<file path="config.mk">
export PLATFORM = sky130hd
export DESIGN_NAME = reg_bank_flat
export DESIGN_NICKNAME = d
export VERILOG_FILES = /design/src/rtl/reg_bank_pkg.sv /design/src/rtl/reg_bank_if.sv /design/src/rtl/reg_wq.sv /design/src/rtl/reg_bank.sv /design/src/flat_wrapper.sv
export SDC_FILE = /design/constraint.sdc
export NUM_CORES = 1
export LEC_CHECK = 0
export ABC_AREA = 0
export BUFFER_PORTS_ARGS = -buffer_cell sky130_fd_sc_hd__buf_2
export CAP_MARGIN = 20
export CORE_AREA = 4 4 103 105
export DETAILED_ROUTE_END_ITERATION = 10
export DIE_AREA = 0 0 107 109
export PLACE_DENSITY = 0.63
export SLEW_MARGIN = 30
export SYNTH_ARGS = -nofsm -noshare
export SYNTH_HDL_FRONTEND = slang
export SYNTH_SLANG_ARGS = --single-unit
</file>
<file path="constraint.sdc">
create_clock -name clk -period 2.4 [get_ports clk]
set_clock_uncertainty 0.15 [all_clocks]
set_input_delay 0.36 -clock clk [delete_from_list [all_inputs] [get_ports clk]]
set_output_delay 0.36 -clock clk [all_outputs]
set_load 0.005 [all_outputs]
</file>
<file path="src/rtl/reg_bank_pkg.sv">
// Shared constants, types and helpers for the four-entry register bank.
package reg_bank_pkg;

    localparam int unsigned REG_ADDR_W = 2;
    localparam int unsigned NUM_REGS   = 4;
    localparam int unsigned WQ_DEPTH   = 2;
    localparam int unsigned DEF_DATA_W = 8;

    typedef logic [REG_ADDR_W-1:0] reg_addr_t;

    // Write-queue entry at the default data width. The RTL modules build the same
    // layout at their own DATA_W.
    typedef struct packed {
        reg_addr_t             addr;
        logic [DEF_DATA_W-1:0] data;
    } wr_entry_t;

    // True when a queue holding 'count' entries cannot take another write.
    function automatic logic wq_full(input logic [1:0] count);
        return {30'b0, count} >= WQ_DEPTH;
    endfunction

endpackage

</file>
<file path="src/rtl/reg_bank_if.sv">
// Write-port handshake, stall and read-port bundle of the register bank.
interface reg_bank_if
    import reg_bank_pkg::*;
#(
    parameter int unsigned DATA_W = 8
);
    logic              wrValid;
    logic              wrReady;
    reg_addr_t         wrAddr;
    logic [DATA_W-1:0] wrData;
    logic              stall;
    reg_addr_t         rdAddr1;
    reg_addr_t         rdAddr2;
    logic [DATA_W-1:0] rdData1;
    logic [DATA_W-1:0] rdData2;
    logic [1:0]        pendCount;

    // Source side: the track selector and write-back path.
    modport master (
        output wrValid, wrAddr, wrData, stall, rdAddr1, rdAddr2,
        input  wrReady, rdData1, rdData2, pendCount
    );

    // Register bank side.
    modport slave (
        input  wrValid, wrAddr, wrData, stall, rdAddr1, rdAddr2,
        output wrReady, rdData1, rdData2, pendCount
    );
endinterface

</file>
<file path="src/rtl/reg_wq.sv">
// Two-entry write queue. Slot 0 always holds the oldest entry (head); slot 1 holds
// the newest entry when two are queued.
module reg_wq
    import reg_bank_pkg::*;
#(
    parameter int unsigned DATA_W = 8
) (
    input  logic              clk,
    input  logic              rst,
    input  logic              i_push,
    input  reg_addr_t         i_push_addr,
    input  logic [DATA_W-1:0] i_push_data,
    input  logic              i_pop,
    output logic [1:0]        o_count,
    output logic              o_head_valid,
    output reg_addr_t         o_head_addr,
    output logic [DATA_W-1:0] o_head_data,
    output logic              o_tail_valid,
    output reg_addr_t         o_tail_addr,
    output logic [DATA_W-1:0] o_tail_data
);

    typedef struct packed {
        reg_addr_t         addr;
        logic [DATA_W-1:0] data;
    } entry_t;

    entry_t     r_slot0;
    entry_t     r_slot1;
    logic [1:0] r_count;

    entry_t     w_new;
    logic       w_push;
    logic       w_pop;

    assign w_new  = '{addr: i_push_addr, data: i_push_data};
    // Guard against overflow/underflow even if the caller misbehaves.
    assign w_push = i_push & (r_count != 2'd2);
    assign w_pop  = i_pop & (r_count != 2'd0);

    // Shift-register FIFO update: pops move slot 1 into slot 0.
    always_ff @(posedge clk or posedge rst) begin
        if (rst) begin
            r_slot0 <= '0;
            r_slot1 <= '0;
            r_count <= 2'd0;
        end else begin
            case ({w_push, w_pop})
                2'b10: begin
                    if (r_count == 2'd0) begin
                        r_slot0 <= w_new;
                    end else begin
                        r_slot1 <= w_new;
                    end
                    r_count <= r_count + 2'd1;
                end
                2'b01: begin
                    r_slot0 <= r_slot1;
                    r_count <= r_count - 2'd1;
                end
                2'b11: begin
                    if (r_count == 2'd1) begin
                        r_slot0 <= w_new;
                    end else begin
                        r_slot0 <= r_slot1;
                        r_slot1 <= w_new;
                    end
                end
                default: begin
                end
            endcase
        end
    end

    assign o_count      = r_count;
    assign o_head_valid = (r_count != 2'd0);
    assign o_head_addr  = r_slot0.addr;
    assign o_head_data  = r_slot0.data;
    // Slot 1 is only a distinct, newer entry when both slots are occupied.
    assign o_tail_valid = (r_count == 2'd2);
    assign o_tail_addr  = r_slot1.addr;
    assign o_tail_data  = r_slot1.data;

endmodule

</file>
<file path="src/rtl/reg_bank.sv">
// Four-entry register bank: storage array, queue commit and two forwarding read ports.
module reg_bank
    import reg_bank_pkg::*;
#(
    parameter int unsigned DATA_W = 8
) (
    input  logic     clk,
    input  logic     rst,
    reg_bank_if.slave io_bus
);

    logic [DATA_W-1:0] r_regs [NUM_REGS];

    logic [1:0]        w_count;
    logic              w_ready;
    logic              w_push;
    logic              w_pop;
    logic              w_head_valid;
    reg_addr_t         w_head_addr;
    logic [DATA_W-1:0] w_head_data;
    logic              w_tail_valid;
    reg_addr_t         w_tail_addr;
    logic [DATA_W-1:0] w_tail_data;
    logic [DATA_W-1:0] w_rd1;
    logic [DATA_W-1:0] w_rd2;

    // Ready depends only on the registered count; no same-cycle pass-through when full.
    assign w_ready = !wq_full(w_count);
    assign w_push  = io_bus.wrValid & w_ready;
    assign w_pop   = w_head_valid & !io_bus.stall;

    reg_wq #(
        .DATA_W (DATA_W)
    ) u_wq (
        .clk          (clk),
        .rst          (rst),
        .i_push       (w_push),
        .i_push_addr  (io_bus.wrAddr),
        .i_push_data  (io_bus.wrData),
        .i_pop        (w_pop),
        .o_count      (w_count),
        .o_head_valid (w_head_valid),
        .o_head_addr  (w_head_addr),
        .o_head_data  (w_head_data),
        .o_tail_valid (w_tail_valid),
        .o_tail_addr  (w_tail_addr),
        .o_tail_data  (w_tail_data)
    );

    // Commit the queue head into the array unless stalled.
    always_ff @(posedge clk or posedge rst) begin
        if (rst) begin
            for (int i = 0; i < NUM_REGS; i++) begin
                r_regs[i] <= '0;
            end
        end else if (w_pop) begin
            r_regs[w_head_addr] <= w_head_data;
        end
    end

    // Newest matching queued entry wins, then the array value.
    function automatic logic [DATA_W-1:0] fwd_read(
        input reg_addr_t         addr,
        input logic              tail_valid,
        input reg_addr_t         tail_addr,
        input logic [DATA_W-1:0] tail_data,
        input logic              head_valid,
        input reg_addr_t         head_addr,
        input logic [DATA_W-1:0] head_data,
        input logic [DATA_W-1:0] arr_data
    );
        if (tail_valid && (tail_addr == addr)) begin
            return tail_data;
        end else if (head_valid && (head_addr == addr)) begin
            return head_data;
        end
        return arr_data;
    endfunction

    // Read port 1 forwarding mux.
    always_comb begin
        w_rd1 = fwd_read(io_bus.rdAddr1, w_tail_valid, w_tail_addr, w_tail_data,
                         w_head_valid, w_head_addr, w_head_data, r_regs[io_bus.rdAddr1]);
    end

    // Read port 2 forwarding mux.
    always_comb begin
        w_rd2 = fwd_read(io_bus.rdAddr2, w_tail_valid, w_tail_addr, w_tail_data,
                         w_head_valid, w_head_addr, w_head_data, r_regs[io_bus.rdAddr2]);
    end

    assign io_bus.wrReady   = w_ready;
    assign io_bus.rdData1   = w_rd1;
    assign io_bus.rdData2   = w_rd2;
    assign io_bus.pendCount = w_count;

endmodule

</file>
<file path="src/flat_wrapper.sv">
// flat-port wrapper written by rule: the top's interface ports become plain ports
module reg_bank_flat import reg_bank_pkg::*;
#(
    parameter int unsigned DATA_W = 8
)
  (clk, rst, io_bus_wrValid, io_bus_wrAddr, io_bus_wrData, io_bus_stall, io_bus_rdAddr1, io_bus_rdAddr2, io_bus_wrReady, io_bus_rdData1, io_bus_rdData2, io_bus_pendCount);
  reg_bank_if #(.DATA_W(DATA_W)) io_bus_i ();
  input  logic clk;
  input  logic rst;
  input wire logic [$bits(io_bus_i.wrValid)-1:0] io_bus_wrValid;
  input wire logic [$bits(io_bus_i.wrAddr)-1:0] io_bus_wrAddr;
  input wire logic [$bits(io_bus_i.wrData)-1:0] io_bus_wrData;
  input wire logic [$bits(io_bus_i.stall)-1:0] io_bus_stall;
  input wire logic [$bits(io_bus_i.rdAddr1)-1:0] io_bus_rdAddr1;
  input wire logic [$bits(io_bus_i.rdAddr2)-1:0] io_bus_rdAddr2;
  output wire logic [$bits(io_bus_i.wrReady)-1:0] io_bus_wrReady;
  output wire logic [$bits(io_bus_i.rdData1)-1:0] io_bus_rdData1;
  output wire logic [$bits(io_bus_i.rdData2)-1:0] io_bus_rdData2;
  output wire logic [$bits(io_bus_i.pendCount)-1:0] io_bus_pendCount;
  assign io_bus_i.wrValid = io_bus_wrValid;
  assign io_bus_i.wrAddr = io_bus_wrAddr;
  assign io_bus_i.wrData = io_bus_wrData;
  assign io_bus_i.stall = io_bus_stall;
  assign io_bus_i.rdAddr1 = io_bus_rdAddr1;
  assign io_bus_i.rdAddr2 = io_bus_rdAddr2;
  assign io_bus_wrReady = io_bus_i.wrReady;
  assign io_bus_rdData1 = io_bus_i.rdData1;
  assign io_bus_rdData2 = io_bus_i.rdData2;
  assign io_bus_pendCount = io_bus_i.pendCount;
  reg_bank #(.DATA_W(DATA_W)) u_core (.clk(clk), .rst(rst), .io_bus(io_bus_i));
endmodule
</file>
==> flow_results.xml, run 1 <==
<?xml version="1.0" encoding="UTF-8"?>
<metrics>
  <group name="clock_tree">
    <metric name="clockBufferDepth" unit="">2</metric>
    <metric name="clock_tree_from_tritoncts" unit="">done</metric>
    <metric name="total_cts_buffers" unit="">5</metric>
    <metric name="cts_max_level" unit="">2</metric>
    <metric name="numClockSinks" unit="">54</metric>
    <metric name="worst_skew_pair.late_latency" unit="ns">0.32</metric>
    <metric name="cts_root_buffer" unit="">clkbuf_8</metric>
    <metric name="cts.clk_slew.worst_paths" unit="ns">0.11</metric>
  </group>
  <group name="sta">
    <metric name="min_period" unit="ns">2.41</metric>
    <metric name="grt_setup_unrepaired" unit="">true</metric>
    <metric name="timing.max_slew.rel_slack" unit="%">63.4</metric>
    <metric name="max_freq" unit="MHz">414</metric>
    <metric name="setup_slack" unit="ns">-0.0129</metric>
    <metric name="tns" unit="ns">-0.0242</metric>
    <metric name="finalSetupViolCount" unit="">4</metric>
    <metric name="final_max_slew_viol_count" unit="">0</metric>
    <metric name="post-route-period-util" unit="%">101</metric>
    <metric name="final-hold-violation-count" unit="">0</metric>
    <metric name="worst-slew-pin-transition" unit="ns">0.549</metric>
  </group>
  <group name="synth">
    <metric name="synthesis.nets" unit="">314</metric>
    <metric name="yosys-top-cells-area" unit="">dfrtp_1 40%, mux2_2 14%, mux4_2 11%</metric>
    <metric name="largest_family_of_logic_cells_by_synthesized_area" unit="">multiplexers</metric>
    <metric name="synth_area" unit="µm²">3360</metric>
    <metric name="netlist-cell-type-count" unit="">32</metric>
    <metric name="synthMuxAreaShare" unit="%">24.8</metric>
    <metric name="post_synth_and_or_nand_nor_area_fraction" unit="%">13.6</metric>
    <metric name="post_synthesis_adder_cell_area_fraction" unit="%">2.61</metric>
    <metric name="share_of_the_synthesized_area_in_compound_gates_ao_oa_aoi_oai" unit="%">11.3</metric>
    <metric name="synth.avg_cell_area" unit="µm²">11.6</metric>
    <metric name="synth.ff_latch_count" unit="">54</metric>
    <metric name="synth_warnings" unit="">0</metric>
    <metric name="postSynthCellCount" unit="">289</metric>
    <metric name="synth-seq-area-share" unit="%">40.3</metric>
    <metric name="yosysTopAreaCell" unit="">dfrtp_1</metric>
    <metric name="post_synth_xor_area_fraction" unit="%">3.65</metric>
    <metric name="synth_top_area_share" unit="%">40.3</metric>
  </group>
  <group name="drt">
    <metric name="drt-pass1-iter-count" unit="">4</metric>
    <metric name="route.vias.total" unit="">2838</metric>
    <metric name="vias_per_cell" unit="">5.95</metric>
    <metric name="route.antenna.remaining_nets" unit="">0</metric>
    <metric name="post-route-drc-count" unit="">0</metric>
    <metric name="detail_route.wirelength" unit="mm">10.4</metric>
    <metric name="drt-initial-drc-count" unit="">263</metric>
    <metric name="wl_per_cell" unit="µm">21.9</metric>
  </group>
  <group name="die">
    <metric name="initial_core_util" unit="%">34.8</metric>
    <metric name="die_area" unit="µm²">11700</metric>
    <metric name="floorplan.die.height" unit="µm">109</metric>
    <metric name="floorplan.rows" unit="">36</metric>
    <metric name="placeableCoreArea" unit="µm²">9640</metric>
    <metric name="chipWidth" unit="µm">107</metric>
    <metric name="ioPinCount" unit="">37</metric>
  </group>
  <group name="status">
    <metric name="outcome" unit="">finished with violations</metric>
    <metric name="violations" unit="">negative setup slack</metric>
  </group>
  <group name="cells_and_area">
    <metric name="stdcell_count" unit="">477</metric>
    <metric name="final_layout_size_suffix_gt1_share" unit="%">57.8</metric>
    <metric name="stdcell_area" unit="µm²">4500</metric>
    <metric name="fin_util" unit="%">46.7</metric>
    <metric name="antenna-diode-count" unit="">0</metric>
    <metric name="synthToLayoutAreaGrowth" unit="%">34.2</metric>
    <metric name="finish.net_count" unit="">368</metric>
  </group>
  <group name="setup_path">
    <metric name="worst-endpoint-required" unit="ns">1.89</metric>
    <metric name="critPathKind" unit="">reg -&gt; out</metric>
    <metric name="critical_path_peak_fanout" unit="">8</metric>
    <metric name="critPathCaptureType" unit="">output port</metric>
    <metric name="critical_path.n_buffers_inverters" unit="">2</metric>
    <metric name="slowest_delay" unit="ns">0.58</metric>
    <metric name="critPathLaunchType" unit="">register</metric>
    <metric name="critical_path.cell_chain" unit="">xor2_1, buf_4, o31ai_2, a31oi_4, buf_2</metric>
    <metric name="timing.critical_path.slowest_stage_cell" unit="">dfrtp_4</metric>
    <metric name="cpLargestDelayFamily" unit="">flip-flops</metric>
    <metric name="worstPathArrival" unit="ns">1.90</metric>
  </group>
  <group name="global_routing">
    <metric name="globalRoute.totalOverflow" unit="">0</metric>
    <metric name="grt_antenna_before_repair" unit="">0</metric>
    <metric name="global_route_wire_length_before_repair" unit="mm">15.1</metric>
    <metric name="groute.usage.overall" unit="%">16.6</metric>
    <metric name="via_count_of_the_first_global_routing_pass" unit="">2802</metric>
    <metric name="grt_start_max_net_pins" unit="">31</metric>
  </group>
  <group name="placed_design">
    <metric name="gpl.final_weighted_congestion" unit="">0.904</metric>
    <metric name="post-dp-hpwl" unit="mm">6.84</metric>
    <metric name="dpl_cell_area" unit="µm²">3820</metric>
    <metric name="dp.cells" unit="">460</metric>
    <metric name="io_buffers" unit="">36</metric>
    <metric name="place_worst_setup_slack" unit="ns">0.0595</metric>
  </group>
  <group name="job">
    <metric name="max_cap_violations" unit="">0</metric>
  </group>
  <group name="hold_path">
    <metric name="timing.hold.worst.class" unit="">in -&gt; reg</metric>
  </group>
  <group name="power">
    <metric name="pwr_density" unit="nW/µm²">1480</metric>
    <metric name="power.ir.vdd_worst" unit="V">0.000797</metric>
    <metric name="power.leakage" unit="nW">1.70</metric>
  </group>
</metrics>
[synthesized netlist by cell type]
cell,instances
mux2_2,42
and3_1,1
nor4_4,1
buf_1,1
clkinv_1,1
nor4b_4,2
a31oi_1,26
nand2_1,13
nand3_1,16
buf_2,7
buf_4,3
xor2_1,8
o21ai_0,1
dfrtp_1,54
nor2_1,1
o211ai_1,10
nor3_1,10
or2_2,1
clkbuf_1,8
o21ai_2,1
ha_1,7
xnor2_1,6
a211o_1,1
nor2b_1,10
buf_6,1
nor2_2,1
inv_1,5
nor4bb_1,1
nor4_1,16
o31ai_1,16
mux4_2,16
or3_1,2
[timing repair]
action,4_1_cts,5_1_grt
endpoints found under the hold margin,24,0
endpoints found under the setup margin,16,31
resized for setup,39,44
pin swaps,2,10
buffers inserted,3,4
hold buffers,1,0
gates cloned,0,1
[state kept, by name, summed over array words and instances, names as in the netlist]
signal and flops:
u_core.r_regs 32, u_core.u_wq.o_head_data 8, u_core.u_wq.o_tail_data 8, u_core.u_wq.o_count 2, u_core.u_wq.o_head_addr 2, u_core.u_wq.o_tail_addr 2
[cells in the final DEF (no fill, tap or decap), drive strengths merged, types with 10 or more instances in the layout]
cell type	instances
buf	65
dfrtp	54
mux2	42
a31oi	26
nor4	17
mux4	16
nand3	16
o31ai	16
nand2	13
o211ai	10
nor3	10
nor2b	10
[stage by stage]
| stage | power (mW) | hold slack (ns) |
|---|---|---|
| floorplan | 3.84 | 0.342 |
| global placement | 4.90 | 0.287 |
| detailed placement | 4.99 | 0.289 |
| CTS | 5.92 | 0.138 |
| global route | 7.02 | 0.137 |
| finish | 6.65 | 0.135 |
[layer usage]
layer / track usage [%] / vias up / wire [µm] / share of wire, %
met2: 28.3 / 125 / 5360 / 51
met3: 2.31 / 27 / 592 / 5.7
met1: 22.1 / 1452 / 4190 / 40
met5: 0 / - / 0 / 0
met4: 5.02 / 0 / 284 / 2.7
li1: - / 1234 / - / -
[power breakdown]
group          switching, mW  internal (mW)
logic                   2.06           2.02
clock network          0.340          0.219
registers              0.616           1.40
total                   3.02           3.64
[cell families (layout without fill, tap and decap cells)]
| family | after synthesis | in the layout |
|---|---|---|
| buf+inv | 26 | 81 |
| xor+xnor | 14 | 14 |
| flops | 54 | 54 |
| compound gates | 55 | 55 |
| mux | 58 | 58 |
| fa+ha+maj | 7 | 7 |
| simple gates | 75 | 75 |
[path summary, 6_finish.rpt]
kind	start	end	slack, ns	cells past startpoint
worst max-delay path	u_core.u_wq.o_head_addr[0]	io_bus_rdData2[4]	-0.01	5
worst min-delay path	io_bus_wrData[2]	u_core.u_wq.o_tail_data[2]	0.13	2
worst max register to register	u_core.u_wq.o_count[1]	u_core.u_wq.o_tail_data[4]	0.13	9
worst min register to register	u_core.r_regs[26]	u_core.r_regs[26]	0.39	1
max in group asynchronous	rst	u_core.u_wq.o_head_addr[0]	1.06	4
min in group asynchronous	rst	u_core.r_regs[31]	0.47	3
[area by class of cell]
class	instances	area, µm²
fillers	862	5130
repair buffers	67	503
clock buffers	5	68.8
flip-flops and latches	54	1360
well taps	133	166
multi-input cells	209	2360
clock inverters	3	28.8
inverters	6	25.0
(Power assumes the default switching activity.)
==> run 2: changes to the inputs <==
--- a/config.mk
+++ b/config.mk
@@ -8,11 +8,12 @@
 export ABC_AREA = 0
 export BUFFER_PORTS_ARGS = -buffer_cell sky130_fd_sc_hd__buf_2
 export CAP_MARGIN = 20
-export CORE_AREA = 4 4 103 105
+export CORE_AREA = 4 4 104 106
 export DETAILED_ROUTE_END_ITERATION = 10
-export DIE_AREA = 0 0 107 109
-export PLACE_DENSITY = 0.63
+export DIE_AREA = 0 0 108 110
+export PLACE_DENSITY = 0.6
 export SLEW_MARGIN = 30
 export SYNTH_ARGS = -nofsm -noshare
 export SYNTH_HDL_FRONTEND = slang
+export SYNTH_HIERARCHICAL = 1
 export SYNTH_SLANG_ARGS = --single-unit
==> constraint.sdc (replaced) <==
create_clock -name clk -period 2.35 [get_ports clk]
set_clock_uncertainty 0.15 [all_clocks]
set_input_delay 0.3525 -clock clk [delete_from_list [all_inputs] [get_ports clk]]
set_output_delay 0.3525 -clock clk [all_outputs]
set_load 0.005 [all_outputs]
==> run 2 against run 1 <==
Against the previous run: the flow still finishes with violations (negative setup slack); cell count is 1.9% higher; die area increased by 1.9%; sequential share of layout area decreased by 2.3 points; sequential power about the same.
==> flow_results.xml, run 2 <==
<?xml version="1.0" encoding="UTF-8"?>
<metrics>
  <group name="status">
    <metric name="outcome" unit="">finished with violations</metric>
    <metric name="violations" unit="">negative setup slack</metric>
  </group>
  <group name="cells_and_area">
    <metric name="stdcell_area" unit="µm²">4880</metric>
    <metric name="layout_common_cells" unit="">51 x dfrtp_1, 36 x buf_2, 32 x mux2_2</metric>
    <metric name="regMostFlops" unit="">u_core/r_regs</metric>
    <metric name="fin_util" unit="%">49.9</metric>
    <metric name="synthToLayoutAreaGrowth" unit="%">44.1</metric>
    <metric name="stdcell_count" unit="">486</metric>
    <metric name="finish.net_count" unit="">378</metric>
    <metric name="largest_register_ff_count" unit="">32</metric>
    <metric name="layout.cells.most_common" unit="">dfrtp_1</metric>
    <metric name="final_layout_size_suffix_gt1_share" unit="%">60.6</metric>
    <metric name="antenna-diode-count" unit="">0</metric>
  </group>
  <group name="drt">
    <metric name="route.antenna.remaining_nets" unit="">0</metric>
    <metric name="route.vias.total" unit="">2953</metric>
    <metric name="wl_per_cell" unit="µm">21.5</metric>
    <metric name="drt-pass1-iter-count" unit="">5</metric>
    <metric name="detail_route.wirelength" unit="mm">10.5</metric>
    <metric name="post-route-drc-count" unit="">0</metric>
    <metric name="vias_per_cell" unit="">6.08</metric>
    <metric name="drt-initial-drc-count" unit="">200</metric>
  </group>
  <group name="power">
    <metric name="share_clk_of_total_power" unit="%">6.6</metric>
    <metric name="power.ir.vdd_worst" unit="V">0.000554</metric>
    <metric name="switchingPower" unit="mW">3.39</metric>
    <metric name="p_total" unit="mW">7.61</metric>
    <metric name="power.leakage" unit="nW">1.78</metric>
    <metric name="pwr_density" unit="nW/µm²">1560</metric>
    <metric name="power_switching_share" unit="%">44.5</metric>
    <metric name="flop_pwr_share" unit="%">26.4</metric>
    <metric name="power_report.internal_total" unit="mW">4.23</metric>
    <metric name="power.share.combinational" unit="%">67.0</metric>
  </group>
  <group name="clock_tree">
    <metric name="clockBufferDepth" unit="">2</metric>
    <metric name="worst_skew_pair.late_latency" unit="ns">0.31</metric>
    <metric name="numClockSinks" unit="">54</metric>
    <metric name="cts_max_level" unit="">2</metric>
    <metric name="clock_tree_from_tritoncts" unit="">done</metric>
    <metric name="cts_root_buffer" unit="">clkbuf_8</metric>
    <metric name="cts.clk_slew.worst_paths" unit="ns">0.09</metric>
    <metric name="total_cts_buffers" unit="">5</metric>
  </group>
  <group name="synth">
    <metric name="netlist-cell-type-count" unit="">33</metric>
    <metric name="synth-seq-area-share" unit="%">39.9</metric>
    <metric name="yosys_most_used_dff" unit="">dfrtp_1</metric>
    <metric name="synth_top_area_share" unit="%">39.9</metric>
    <metric name="yosys-top-cells-area" unit="">dfrtp_1 40%, mux2_2 14%, mux4_2 11%</metric>
    <metric name="number_of_enable_type_register_cells_in_the_synthesized_netlist" unit="">0</metric>
    <metric name="synth_warnings" unit="">6</metric>
    <metric name="synth.ff_latch_count" unit="">54</metric>
    <metric name="synthesis.nets" unit="">313</metric>
    <metric name="synth_area" unit="µm²">3390</metric>
    <metric name="synth_common_cells" unit="">54 x dfrtp_1, 42 x mux2_2, 26 x a31oi_1</metric>
    <metric name="postSynth.asyncResetShare" unit="%">100</metric>
    <metric name="synth.avg_cell_area" unit="µm²">11.8</metric>
    <metric name="yosysMostFrequentCell" unit="">dfrtp_1</metric>
    <metric name="postSynthCellCount" unit="">288</metric>
    <metric name="yosysTopAreaCell" unit="">dfrtp_1</metric>
  </group>
  <group name="sta">
    <metric name="finalSetupViolCount" unit="">19</metric>
    <metric name="tns" unit="ns">-0.520</metric>
    <metric name="max_freq" unit="MHz">407</metric>
    <metric name="final-hold-violation-count" unit="">0</metric>
    <metric name="worst-slew-pin-transition" unit="ns">0.829</metric>
    <metric name="post-route-period-util" unit="%">105</metric>
    <metric name="whs" unit="ns">0.130</metric>
    <metric name="min_period" unit="ns">2.46</metric>
    <metric name="setup_slack" unit="ns">-0.107</metric>
    <metric name="timing.max_slew.rel_slack" unit="%">44.4</metric>
    <metric name="final_max_slew_viol_count" unit="">0</metric>
    <metric name="grt_setup_unrepaired" unit="">true</metric>
  </group>
  <group name="global_routing">
    <metric name="global_route_wire_length_before_repair" unit="mm">15.3</metric>
    <metric name="grt_start_max_net_pins" unit="">33</metric>
    <metric name="grt_antenna_before_repair" unit="">0</metric>
    <metric name="groute.usage.overall" unit="%">16.5</metric>
    <metric name="via_count_of_the_first_global_routing_pass" unit="">2855</metric>
    <metric name="globalRoute.totalOverflow" unit="">0</metric>
  </group>
  <group name="setup_path">
    <metric name="critPathCaptureType" unit="">output port</metric>
    <metric name="critPathLaunchType" unit="">register</metric>
    <metric name="worstPathArrival" unit="ns">1.95</metric>
    <metric name="worst-endpoint-required" unit="ns">1.85</metric>
    <metric name="critPathKind" unit="">reg -&gt; out</metric>
    <metric name="critical_path_peak_fanout" unit="">10</metric>
  </group>
  <group name="placed_design">
    <metric name="dpl_cell_area" unit="µm²">3900</metric>
    <metric name="post-dp-hpwl" unit="mm">6.96</metric>
    <metric name="dp.cells" unit="">462</metric>
    <metric name="gpl.final_weighted_congestion" unit="">0.889</metric>
    <metric name="place_worst_setup_slack" unit="ns">0.0436</metric>
    <metric name="io_buffers" unit="">36</metric>
  </group>
  <group name="die">
    <metric name="die_area" unit="µm²">11900</metric>
    <metric name="initial_core_util" unit="%">34.6</metric>
    <metric name="chipWidth" unit="µm">108</metric>
    <metric name="ioPinCount" unit="">37</metric>
    <metric name="floorplan.die.height" unit="µm">110</metric>
    <metric name="placeableCoreArea" unit="µm²">9770</metric>
    <metric name="floorplan.rows" unit="">36</metric>
  </group>
  <group name="hold_path">
    <metric name="timing.hold.worst.class" unit="">in -&gt; reg</metric>
  </group>
  <group name="job">
    <metric name="max_cap_violations" unit="">0</metric>
  </group>
</metrics>
## run 2: cell count changes after synthesis, sizes merged, moves of 3 or more
cell   delta
and3b     +3
inv       +4
nand2    -12
nand3    -15
nand4    +16
nor2b     -6
o21ai    +10
## run 2: kinds of logic (layout without fill, tap and decap cells)
logic type	after synthesis	in the layout	synth area share, %
compound gates	65	65	12.9
xor+xnor	14	14	3.62
fa+ha+maj	7	7	2.59
buf+inv	31	96	4.95
flops	54	54	39.9
mux	58	58	24.6
simple gates	59	59	11.4
## run 2: what timing repair did
action                                  CTS  global route
cloned                                    0             1
endpoints found under the setup margin   16            37
buffers inserted                          2            13
hold endpoints to repair                 32             0
gates resized for setup                  61            50
pin swaps                                 2            18
hold buffers                              1             0
## run 2: worst paths after layout
kind                                                    to  cells after the start              startpoint  slack [ns]
worst min-delay path            u_core/u_wq/o_tail_data[3]                      2        io_bus_wrData[3]        0.13
min in group asynchronous           u_core/u_wq/o_count[1]                      3                     rst        0.49
worst max-delay path                     io_bus_rdData2[6]                      7  u_core/u_wq/o_count[0]       -0.11
worst min register to register            u_core/r_regs[5]                      1        u_core/r_regs[5]        0.38
max in group asynchronous       u_core/u_wq/o_head_addr[0]                      3                     rst        1.12
worst max register to register  u_core/u_wq/o_tail_data[1]                     11  u_core/u_wq/o_count[0]       -0.05
## run 2: metal layers
metal	GRT usage, %	part of all wire, %	wire length [µm]	vias up
li1	-	-	-	1283
met1	23.1	43	4460	1511
met2	26.7	49	5170	125
met3	2.56	5.0	518	34
met4	5.14	2.9	308	0
met5	0	0	0	-
## run 2: power groups by stage
stage               combinational [mW]  sequential, mW  clock (mW)
global placement                  3.26            1.96           0
detailed placement                3.33            1.98           0
CTS                               3.99            1.99       0.511
global route                      5.41            2.07       0.546
finish                            5.10            2.01       0.499
floorplan                         2.35            1.75           0
## run 2: layout make-up
type / count / area (µm²)
Clock buffer: 7 / 76.3
Tap cell: 133 / 166
Sequential cell: 54 / 1360
Fill cell: 823 / 4900
Inverter: 10 / 61.3
Timing Repair Buffer: 79 / 654
Multi-Input combinational cell: 203 / 2560
## run 2: worst max-delay path: stages (launching register included)
cell and delay (ns):
dfrtp_1 0.39, inv_2 0.10, ha_4 0.16, inv_4 0.05, buf_4 0.20, nor4_2 0.50
a31oi_4 0.07, buf_2 0.15
